[config.mk]
export PLATFORM = sky130hd
export DESIGN_NAME = game_state_decoder
export DESIGN_NICKNAME = d
export VERILOG_FILES = /design/src/rtl/game_state_pkg.sv /design/src/rtl/tick_divider.sv /design/src/rtl/game_state_decoder.sv
export SDC_FILE = /design/constraint.sdc
export NUM_CORES = 1
export LEC_CHECK = 0
export BUFFER_PORTS_ARGS = -buffer_cell sky130_fd_sc_hd__buf_2
export CAP_MARGIN = 15
export CORE_MARGIN = 2
export CORE_UTILIZATION = 55
export DETAILED_ROUTE_END_ITERATION = 16
export MAX_ROUTING_LAYER = met4
export PLACE_DENSITY = 0.75
export SLEW_MARGIN = 20
export SYNTH_ARGS = -nofsm -noshare
export SYNTH_HDL_FRONTEND = slang
export SYNTH_SLANG_ARGS = --single-unit
[constraint.sdc]
create_clock -name clk -period 2.8 [get_ports clk]
set_input_delay 0.42 -clock clk [delete_from_list [all_inputs] [get_ports clk]]
set_output_delay 0.42 -clock clk [all_outputs]
set_load 0.01 [all_outputs]
[src/rtl/game_state_pkg.sv]
// Shared game-state code definitions for the game FSM and its consumers.
// Latency: n/a (constants and a pure decode helper only).
// Backpressure: none.
package game_state_pkg;

  localparam int CODE_W = 3;

  localparam logic [CODE_W-1:0] CODE_START    = 3'd0;
  localparam logic [CODE_W-1:0] CODE_PLAYING  = 3'd1;
  localparam logic [CODE_W-1:0] CODE_PAUSE    = 3'd2;
  localparam logic [CODE_W-1:0] CODE_RESET    = 3'd3;
  localparam logic [CODE_W-1:0] CODE_GAMEOVER = 3'd4;

  // Codes above GAMEOVER are not driven by a healthy game FSM.
  function automatic logic code_is_legal(input logic [CODE_W-1:0] code);
    return (code <= CODE_GAMEOVER);
  endfunction

endpackage

[src/rtl/tick_divider.sv]
// Free-running modulo-DIV counter with enable, synchronous clear and wrap flag.
// Latency: wrap_o is decoded from the count register (asserts on the last count).
// Backpressure: none; en_i=0 freezes the count, clr_i zeroes it (clr_i wins).
//
// Ports:
//   clk, reset : clock and synchronous active-high reset
//   en_i       : advance the count this cycle
//   clr_i      : zero the count this cycle
//   wrap_o     : high while enabled on count DIV-1 (the count wraps next edge)
module tick_divider #(
  parameter int DIV = 50000,
  parameter int W   = 16
) (
  input  logic clk,
  input  logic reset,
  input  logic en_i,
  input  logic clr_i,
  output logic wrap_o
);

  localparam logic [W-1:0] LAST = W'(DIV - 1);

  logic [W-1:0] cnt_q;
  logic [W-1:0] cnt_d;

  always_comb begin
    cnt_d = cnt_q;
    if (clr_i) begin
      cnt_d = '0;
    end else if (en_i) begin
      cnt_d = (cnt_q == LAST) ? '0 : cnt_q + 1'b1;
    end
  end

  always_ff @(posedge clk) begin
    if (reset) begin
      cnt_q <= '0;
    end else begin
      cnt_q <= cnt_d;
    end
  end

  assign wrap_o = en_i && (cnt_q == LAST);

endmodule

[src/rtl/game_state_decoder.sv]
// Decodes the registered game-state code into movement tick, pause blink,
// frame-memory clear sweep, start pulse and game-over controls.
// Latency: code -> FSM state 2 cycles; all outputs decoded from registers.
// Backpressure: none; a clear sweep always completes before code_q is obeyed.
//
// Ports:
//   clk, reset   : clock, synchronous active-high reset
//   state_code   : 3-bit game state from the game FSM
//   move_tick    : 1-cycle pulse every TICK_DIV cycles while playing
//   blink        : pause overlay, toggles every BLINK_TICKS divider wraps
//   clr_we/addr  : frame-memory clear write strobe and address
//   clr_done     : sweep finished and code still RESET
//   start_pulse  : 1-cycle pulse on IDLE -> RUN
//   gameover     : level while in game-over
//   illegal_code : high while the registered code is 5..7
module game_state_decoder
  import game_state_pkg::*;
#(
  parameter int TICK_DIV    = 50000,
  parameter int TICK_W      = 16,
  parameter int BLINK_TICKS = 25,
  parameter int CLEAR_DEPTH = 64,
  parameter int ADDR_W      = 6
) (
  input  logic              clk,
  input  logic              reset,
  input  logic [CODE_W-1:0] state_code,
  output logic              move_tick,
  output logic              blink,
  output logic              clr_we,
  output logic [ADDR_W-1:0] clr_addr,
  output logic              clr_done,
  output logic              start_pulse,
  output logic              gameover,
  output logic              illegal_code
);

  typedef enum logic [2:0] {
    S_IDLE,
    S_RUN,
    S_HOLD,
    S_CLEAR,
    S_CLEARED,
    S_OVER
  } state_t;

  localparam int BLINK_W = (BLINK_TICKS > 1) ? $clog2(BLINK_TICKS) : 1;
  localparam logic [BLINK_W-1:0] BLINK_LAST = BLINK_W'(BLINK_TICKS - 1);
  localparam logic [ADDR_W-1:0]  ADDR_LAST  = ADDR_W'(CLEAR_DEPTH - 1);

  logic [CODE_W-1:0]  code_q;
  state_t             state_q, state_d;
  state_t             prev_q;
  state_t             target_s;
  logic [ADDR_W-1:0]  clr_addr_q, clr_addr_d;
  logic [BLINK_W-1:0] blink_cnt_q, blink_cnt_d;
  logic               blink_q, blink_d;
  logic               code_legal;
  logic               div_en, div_clr, div_wrap;

  assign code_legal = code_is_legal(code_q);

  // State a legal code asks for; illegal codes hold the current state.
  always_comb begin
    target_s = state_q;
    case (code_q)
      CODE_START:    target_s = S_IDLE;
      CODE_PLAYING:  target_s = S_RUN;
      CODE_PAUSE:    target_s = S_HOLD;
      CODE_RESET:    target_s = S_CLEAR;
      CODE_GAMEOVER: target_s = S_OVER;
      default:       target_s = state_q;
    endcase
  end

  always_comb begin
    state_d = target_s;
    if (state_q == S_CLEAR) begin
      // The sweep ignores code_q until its last word; the exit then obeys
      // code_q, with RESET or an illegal code settling in CLEARED.
      if (clr_addr_q != ADDR_LAST) begin
        state_d = S_CLEAR;
      end else if (!code_legal || code_q == CODE_RESET) begin
        state_d = S_CLEARED;
      end else begin
        state_d = target_s;
      end
    end else if (state_q == S_CLEARED && code_q == CODE_RESET) begin
      state_d = S_CLEARED;
    end
  end

  always_comb begin
    clr_addr_d = '0;
    if (state_q == S_CLEAR && clr_addr_q != ADDR_LAST) begin
      clr_addr_d = clr_addr_q + 1'b1;
    end
  end

  // Divider runs in RUN/HOLD so the tick phase survives a pause.
  assign div_en  = (state_q == S_RUN) || (state_q == S_HOLD);
  assign div_clr = (state_d == S_CLEAR);

  tick_divider #(
    .DIV (TICK_DIV),
    .W   (TICK_W)
  ) u_tick_divider (
    .clk    (clk),
    .reset  (reset),
    .en_i   (div_en),
    .clr_i  (div_clr),
    .wrap_o (div_wrap)
  );

  // Blink state is zeroed on any edge that does not stay in HOLD, so the
  // registered blink can only be high while state_q is HOLD.
  always_comb begin
    blink_cnt_d = blink_cnt_q;
    blink_d     = blink_q;
    if (state_d != S_HOLD) begin
      blink_cnt_d = '0;
      blink_d     = 1'b0;
    end else if (state_q == S_HOLD && div_wrap) begin
      if (blink_cnt_q == BLINK_LAST) begin
        blink_cnt_d = '0;
        blink_d     = ~blink_q;
      end else begin
        blink_cnt_d = blink_cnt_q + 1'b1;
      end
    end
  end

  always_ff @(posedge clk) begin
    if (reset) begin
      code_q      <= CODE_START;
      state_q     <= S_IDLE;
      prev_q      <= S_IDLE;
      clr_addr_q  <= '0;
      blink_cnt_q <= '0;
      blink_q     <= 1'b0;
    end else begin
      code_q      <= state_code;
      state_q     <= state_d;
      prev_q      <= state_q;
      clr_addr_q  <= clr_addr_d;
      blink_cnt_q <= blink_cnt_d;
      blink_q     <= blink_d;
    end
  end

  assign move_tick    = div_wrap && (state_q == S_RUN);
  assign blink        = blink_q;
  assign clr_we       = (state_q == S_CLEAR);
  assign clr_addr     = clr_addr_q;
  assign clr_done     = (state_q == S_CLEARED);
  assign start_pulse  = (state_q == S_RUN) && (prev_q == S_IDLE);
  assign gameover     = (state_q == S_OVER);
  assign illegal_code = !code_legal;

endmodule

Yosys cells after proc, flatten, opt, wreduce, memory -nomap -nowiden
Index checks and enable logic that the tools add are counted.
{ "totals": {"elab_cells": 49, "reg_bits": 37, "output_inout_bits": 13, "in_bits": 5} }
{ "op_classes": {"n_reduce_logical": 15, "n_eq_ne": 14, "addsub": 3, "n_mux": 7, "n_lt_le_gt_ge": 1, "bitwise_logic": 2} }
{ "op_table": {"columns": ["operator", "n"], "rows": [
  ["$add A16 B1 Y16 const B", 1],
  ["$eq A16 B16 Y1 const B", 1],
  ["$mux W16", 1],
  ["$eq A3 B2 Y1 const B", 5],
  ["$pmux W3 S5", 1],
  ["$mux W3", 4],
  ["$eq A3 B3 Y1 const B", 3],
  ["$add A6 B1 Y6 const B", 1],
  ["$eq A3 B1 Y1 const B", 2],
  ["$logic_and A1 B1 Y1", 6],
  ["$logic_not A3 Y1", 2],
  ["$ne A6 B6 Y1 const B", 1],
  ["$reduce_or A2 Y1", 3],
  ["$add A5 B1 Y5 const B", 1],
  ["$eq A5 B5 Y1 const B", 1],
  ["$mux W5", 1],
  ["$le A3 B3 Y1 const B", 1],
  ["$ne A3 B2 Y1 const B", 1],
  ["$logic_or A1 B1 Y1", 2],
  ["$not A1 Y1", 2],
  ["$reduce_and A2 Y1", 1],
  ["$logic_not A1 Y1", 1]
]} }

Longest topological paths before layout
{ "depth": {"depth_word": 8, "depth_mapped": 7, "mapped_depth_nobuf": 7} }

Cells and area by module
Synthesis repeated with hierarchy kept, for this count alone.
{ "unflattened": {"cells_unflattened": 203, "hier_area_um2": 1860.5} }
{ "modules_own_cells": {"columns": ["mod", "cells_each", "area_per_inst_um2", "instances", "seq_area_each_um2"], "rows": [
  ["game_state_decoder", 119, 1119.8, 1, 420.4],
  ["tick_divider", 84, 740.7, 1, 320.3]
]} }

Least setup slack after synthesis
No wires, ideal clock.
{ "synth_timing": {"path_type": "flip-flop to flip-flop", "startpoint": "reg u_tick_divider.cnt_q[0]", "endpoint": "reg blink_cnt_q[4]", "setup_ns": 0.070, "path_buffers": 1, "period_less_slack_ns": 1.897, "required_ns": 2.730, "arrival_time_ns": 1.827, "path_stages_with_launch": 8, "setup_slack_ns": 0.903, "cell_sequence": "dfxtp_1 -> ha_1 -> and3_1 -> nand4_4 -> or2_1 -> clkbuf_2 -> or4_1 -> a21oi_1"} }
{ "synth_via": {"elab_chain_len": 3} }
{ "synth_rtl": {"columns": ["item", "line_no", "source"], "rows": [
  ["from (decl)", "tick_divider.sv:23", "logic [W-1:0] cnt_q;"],
  ["from (signal assigned)", "tick_divider.sv:39", "cnt_q <= cnt_d;"],
  ["$eq A16 B16 Y1", "tick_divider.sv:43", "assign wrap_o = en_i && (cnt_q == LAST);"],
  ["$logic_and A1 B1 Y1", "tick_divider.sv:43", null],
  ["$logic_and A1 B1 Y1", "game_state_decoder.sv:123", "end else if (state_q == S_HOLD && div_wrap) begin"],
  ["to (signal assigned)", "game_state_decoder.sv:146", "blink_cnt_q <= blink_cnt_d;"],
  ["to (decl)", "game_state_decoder.sv:56", "logic [BLINK_W-1:0] blink_cnt_q, blink_cnt_d;"]
]} }
No other way between the ends.
A chain may end at the register's enable or synchronous reset.

Final worst setup path
{ "layout_timing": {"startpoint": "reg state_q[2]", "endpoint": "reg blink_cnt_q[1]"} }
{ "layout_via": {"elab_chain_len": 6, "elab_cells_between_ends": 15, "classes_between": "eq/ne (5); mux (5); reduce/logical (5)"} }
{ "layout_rtl": {"columns": ["item", "line_no", "source"], "rows": [
  ["from (decl)", "game_state_decoder.sv:52", "state_t state_q, state_d;"],
  ["from (signal assigned)", "game_state_decoder.sv:143", "state_q <= state_d;"],
  ["$pmux W3 S5 or $eq A3 B3 Y1 (tied branches)", "game_state_decoder.sv:66, game_state_decoder.sv:88", null],
  ["$mux W3 or $logic_and A1 B1 Y1 (tied branches)", "game_state_decoder.sv:83, game_state_decoder.sv:88", null],
  ["$mux W3, on equally long branches", "game_state_decoder.sv:81, game_state_decoder.sv:88", null],
  ["$mux W3", "game_state_decoder.sv:78", "if (state_q == S_CLEAR) begin"],
  ["$ne A3 B2 Y1", "game_state_decoder.sv:120", "if (state_d != S_HOLD) begin"],
  ["$reduce_or A2 Y1 (no line)", null, null]
]} }
Parallel ways exist; a longest one is shown, timed or not.

==> reports/qor.txt <==
Status - completed
HP Start - state_code[1]
Final ANT Viol Nets - 0
CP arrival - 2.51 ns
Final hold slack - 0.284 ns
Share of cells above drive strength 1 - 15.2%
# hold bufs at CTS - 0
Post-DP HPWL - 2340 um
PwrDens - 540 mW/mm^2
Syn-to-layout area delta - 12.1%
Root buffer cell - clkbuf_4
Post-synthesis sequential area ratio - 42.2%
Setup Fix Bufs, Post-CTS - 0
Chip width - 60.5 um
Leak pwr - 0.755 nW
Post-synthesis cell count - 206
Register area - 741 sq um
CP endpoint kind - flop
Syn Nets - 215
CP max-delay cell - or4b_1
Cells after DPL - 259
Vias per cell - 5.46
FP Rows - 20
CP Cell Sequence - and3b_1 > o21ai_0 > nand3_1 > or4b_1 > a21oi_1
Multi-input gate area - 952 sq um
Synth top area share - 42.2%
Most common cell after layout, fill and taps aside - dfxtp_1
Synth area leader - dfxtp_1
Final WL - 3250 um
Clk buf depth - 2
Die ar. - 0.00366 sq mm
Setup crit start kind - flop
Avg Inst Size Synth - 8.53 sq um
GRT overflow - 0
Hold Path Class - in2reg
Crit path from - state_q[2]
Core ar. - 0.00305 sq mm
Via count - 1459
Top Family by Delay on Critical Path - simple AND/OR/NAND/NOR gates
ANT cells - 0
Clk_skew - 0.00641 ns
Worst R2R Start - state_q[2]
Mux share of post-synthesis cell area - 0%
Clk Latency, worst-skew pair - 0.35 ns
Iteration-0 DRC Markers - 40
Peak supply drop - 0.313 mV
# H-tree levels - 2
Synth warn - 0
Post-Syn Area - 0.00176 sq mm
Initial Util - 57.5%
CTS sink cnt - 37
First-pass GRT wire length - 5410 um
Unrepaired setup endpoints after global routing - no
Clock transition at the registers of the reported paths - 0.11 ns
Antenna violations before repair - 0
Router iterations before antenna repair - 4
Fin Setup TNS - 0 ns
Final period utilization - 79.4%
Final Max Tran Viols - 0
IO Port Bufs - 17
GP Congestion - 0.853
Slack of the critical path - 0.577 ns
Overall Global Routing Usage - 20.5%
Simple-gate share of the synthesized area - 32.1%
MaxCap Viol Count - 0
Worst slew pin tran - 0.885 ns
Post-place setup slack - 0.633 ns
# fillers - 286
Post-synth ARST share - 0%
Largest stage delay, worst path - 0.63 ns
Yosys reg bits - 37
# nets final - 231
Number of flops mapped to enable cells by yosys - 0
Fin cells - 267
Fin. Hold Viols - 0
Final setup fails - 0
Largest family of logic cells by synthesized area - simple AND/OR/NAND/NOR gates
Remaining DRCs - 0
Synth cell types - 41
CP required - 3.09 ns
IO Count - 18
Num CTS Buffers - 5
Most used DFF post-synth - dfxtp_1
DR WL/cell - 12.2 um
CTS resizes - 0
Most frequent cells in the layout - 37 x dfxtp_1, 28 x nor2_1, 18 x nand2_1
Crit Path Max Fanout - 14
Worst setup path class - reg2reg
Minimum clock period - 2.22 ns
CTS tree - yes
Vias in the first global route - 1331
Slew margin rel. - 40.5%
Area contributors post-synth - dfxtp_1 42%, nor2_1 6.0%, xor2_1 6.0%
Fmax - 0.450 GHz
CP Buf/Inv Count - 0
Post-synthesis xor/xnor area fraction - 8.97%
Power, Total - 0.00106 W
Synth Area in Adders - 2.85%
Synth Area in Compound Gates - 10.3%
Die Span Y - 60.5 um
Largest net degree at the start of global routing - 15
power breakdown:
group / internal, W / switching, W
Clock: 0.000276 / 0.000180
Combinational: 0.0000246 / 0.0000334
Sequential: 0.000535 / 0.0000142
Total: 0.000836 / 0.000228
final timing paths:
kind / end / slack, ns / cells after the start
worst max-delay path: blink_cnt_q[1] / 0.58 / 5
worst max register to register: blink_cnt_q[1] / 0.58 / 5
worst min-delay path: code_q[1] / 0.28 / 2
worst min register to register: clr_addr[0] / 0.48 / 1
synth_stat cells, drive strengths merged (3+ instances only):
| master | number |
|---|---|
| xnor2 | 6 |
| nor2b | 7 |
| nor2 | 28 |
| inv | 7 |
| xor2 | 12 |
| nand4 | 3 |
| o21ai | 10 |
| nor3 | 4 |
| and3 | 4 |
| ha | 4 |
| a21oi | 13 |
| and3b | 3 |
| nand2 | 18 |
| nand3 | 12 |
| and2 | 3 |
| clkbuf | 7 |
| dfxtp | 37 |
per-stage QoR:
| stage | instance area (sq um) | utilization (%) |
|---|---|---|
| after CTS | 1970 | 64.5 |
| final | 1970 | 64.5 |
| after floorplan | 1760 | - |
| after global placement | 1870 | 61.1 |
| after global routing | 1970 | 64.5 |
| after detailed placement | 1870 | 61.1 |
metal layers:
| layer | wire length (um) | GRT usage, % |
|---|---|---|
| met5 | 0 | - |
| met4 | 80 | 8.70 |
| met3 | 128 | 7.46 |
| met1 | 1470 | 22.5 |
| met2 | 1560 | 33.7 |
final cells by class:
cell class / instances / area share, %
inverter: 7 / 1.33
sequential: 37 / 37.6
timing repair buffer: 18 / 4.70
clock inverter: 3 / 3.30
tap: 44 / 2.80
clock buffer: 5 / 1.91
multi-input combinational: 153 / 48.3
kinds of logic (layout without fill, tap and decap cells):
kind of cell	Yosys count	in the layout
AND/OR/NAND/NOR	100	100
flip-flops	37	37
AO/OA/AOI/OAI	31	31
XOR/XNOR	18	18
buffers and inverters	16	33
adder cells (fa/ha/maj)	4	4
flip-flops by register name, summed over array words and instances, names as in the netlist:
register and count:
blink 1, blink_cnt_q 5, clr_addr 6, code_q 3
prev_q 3, state_q 3, u_tick_divider.cnt_q 16
(Power assumes the default switching activity.)
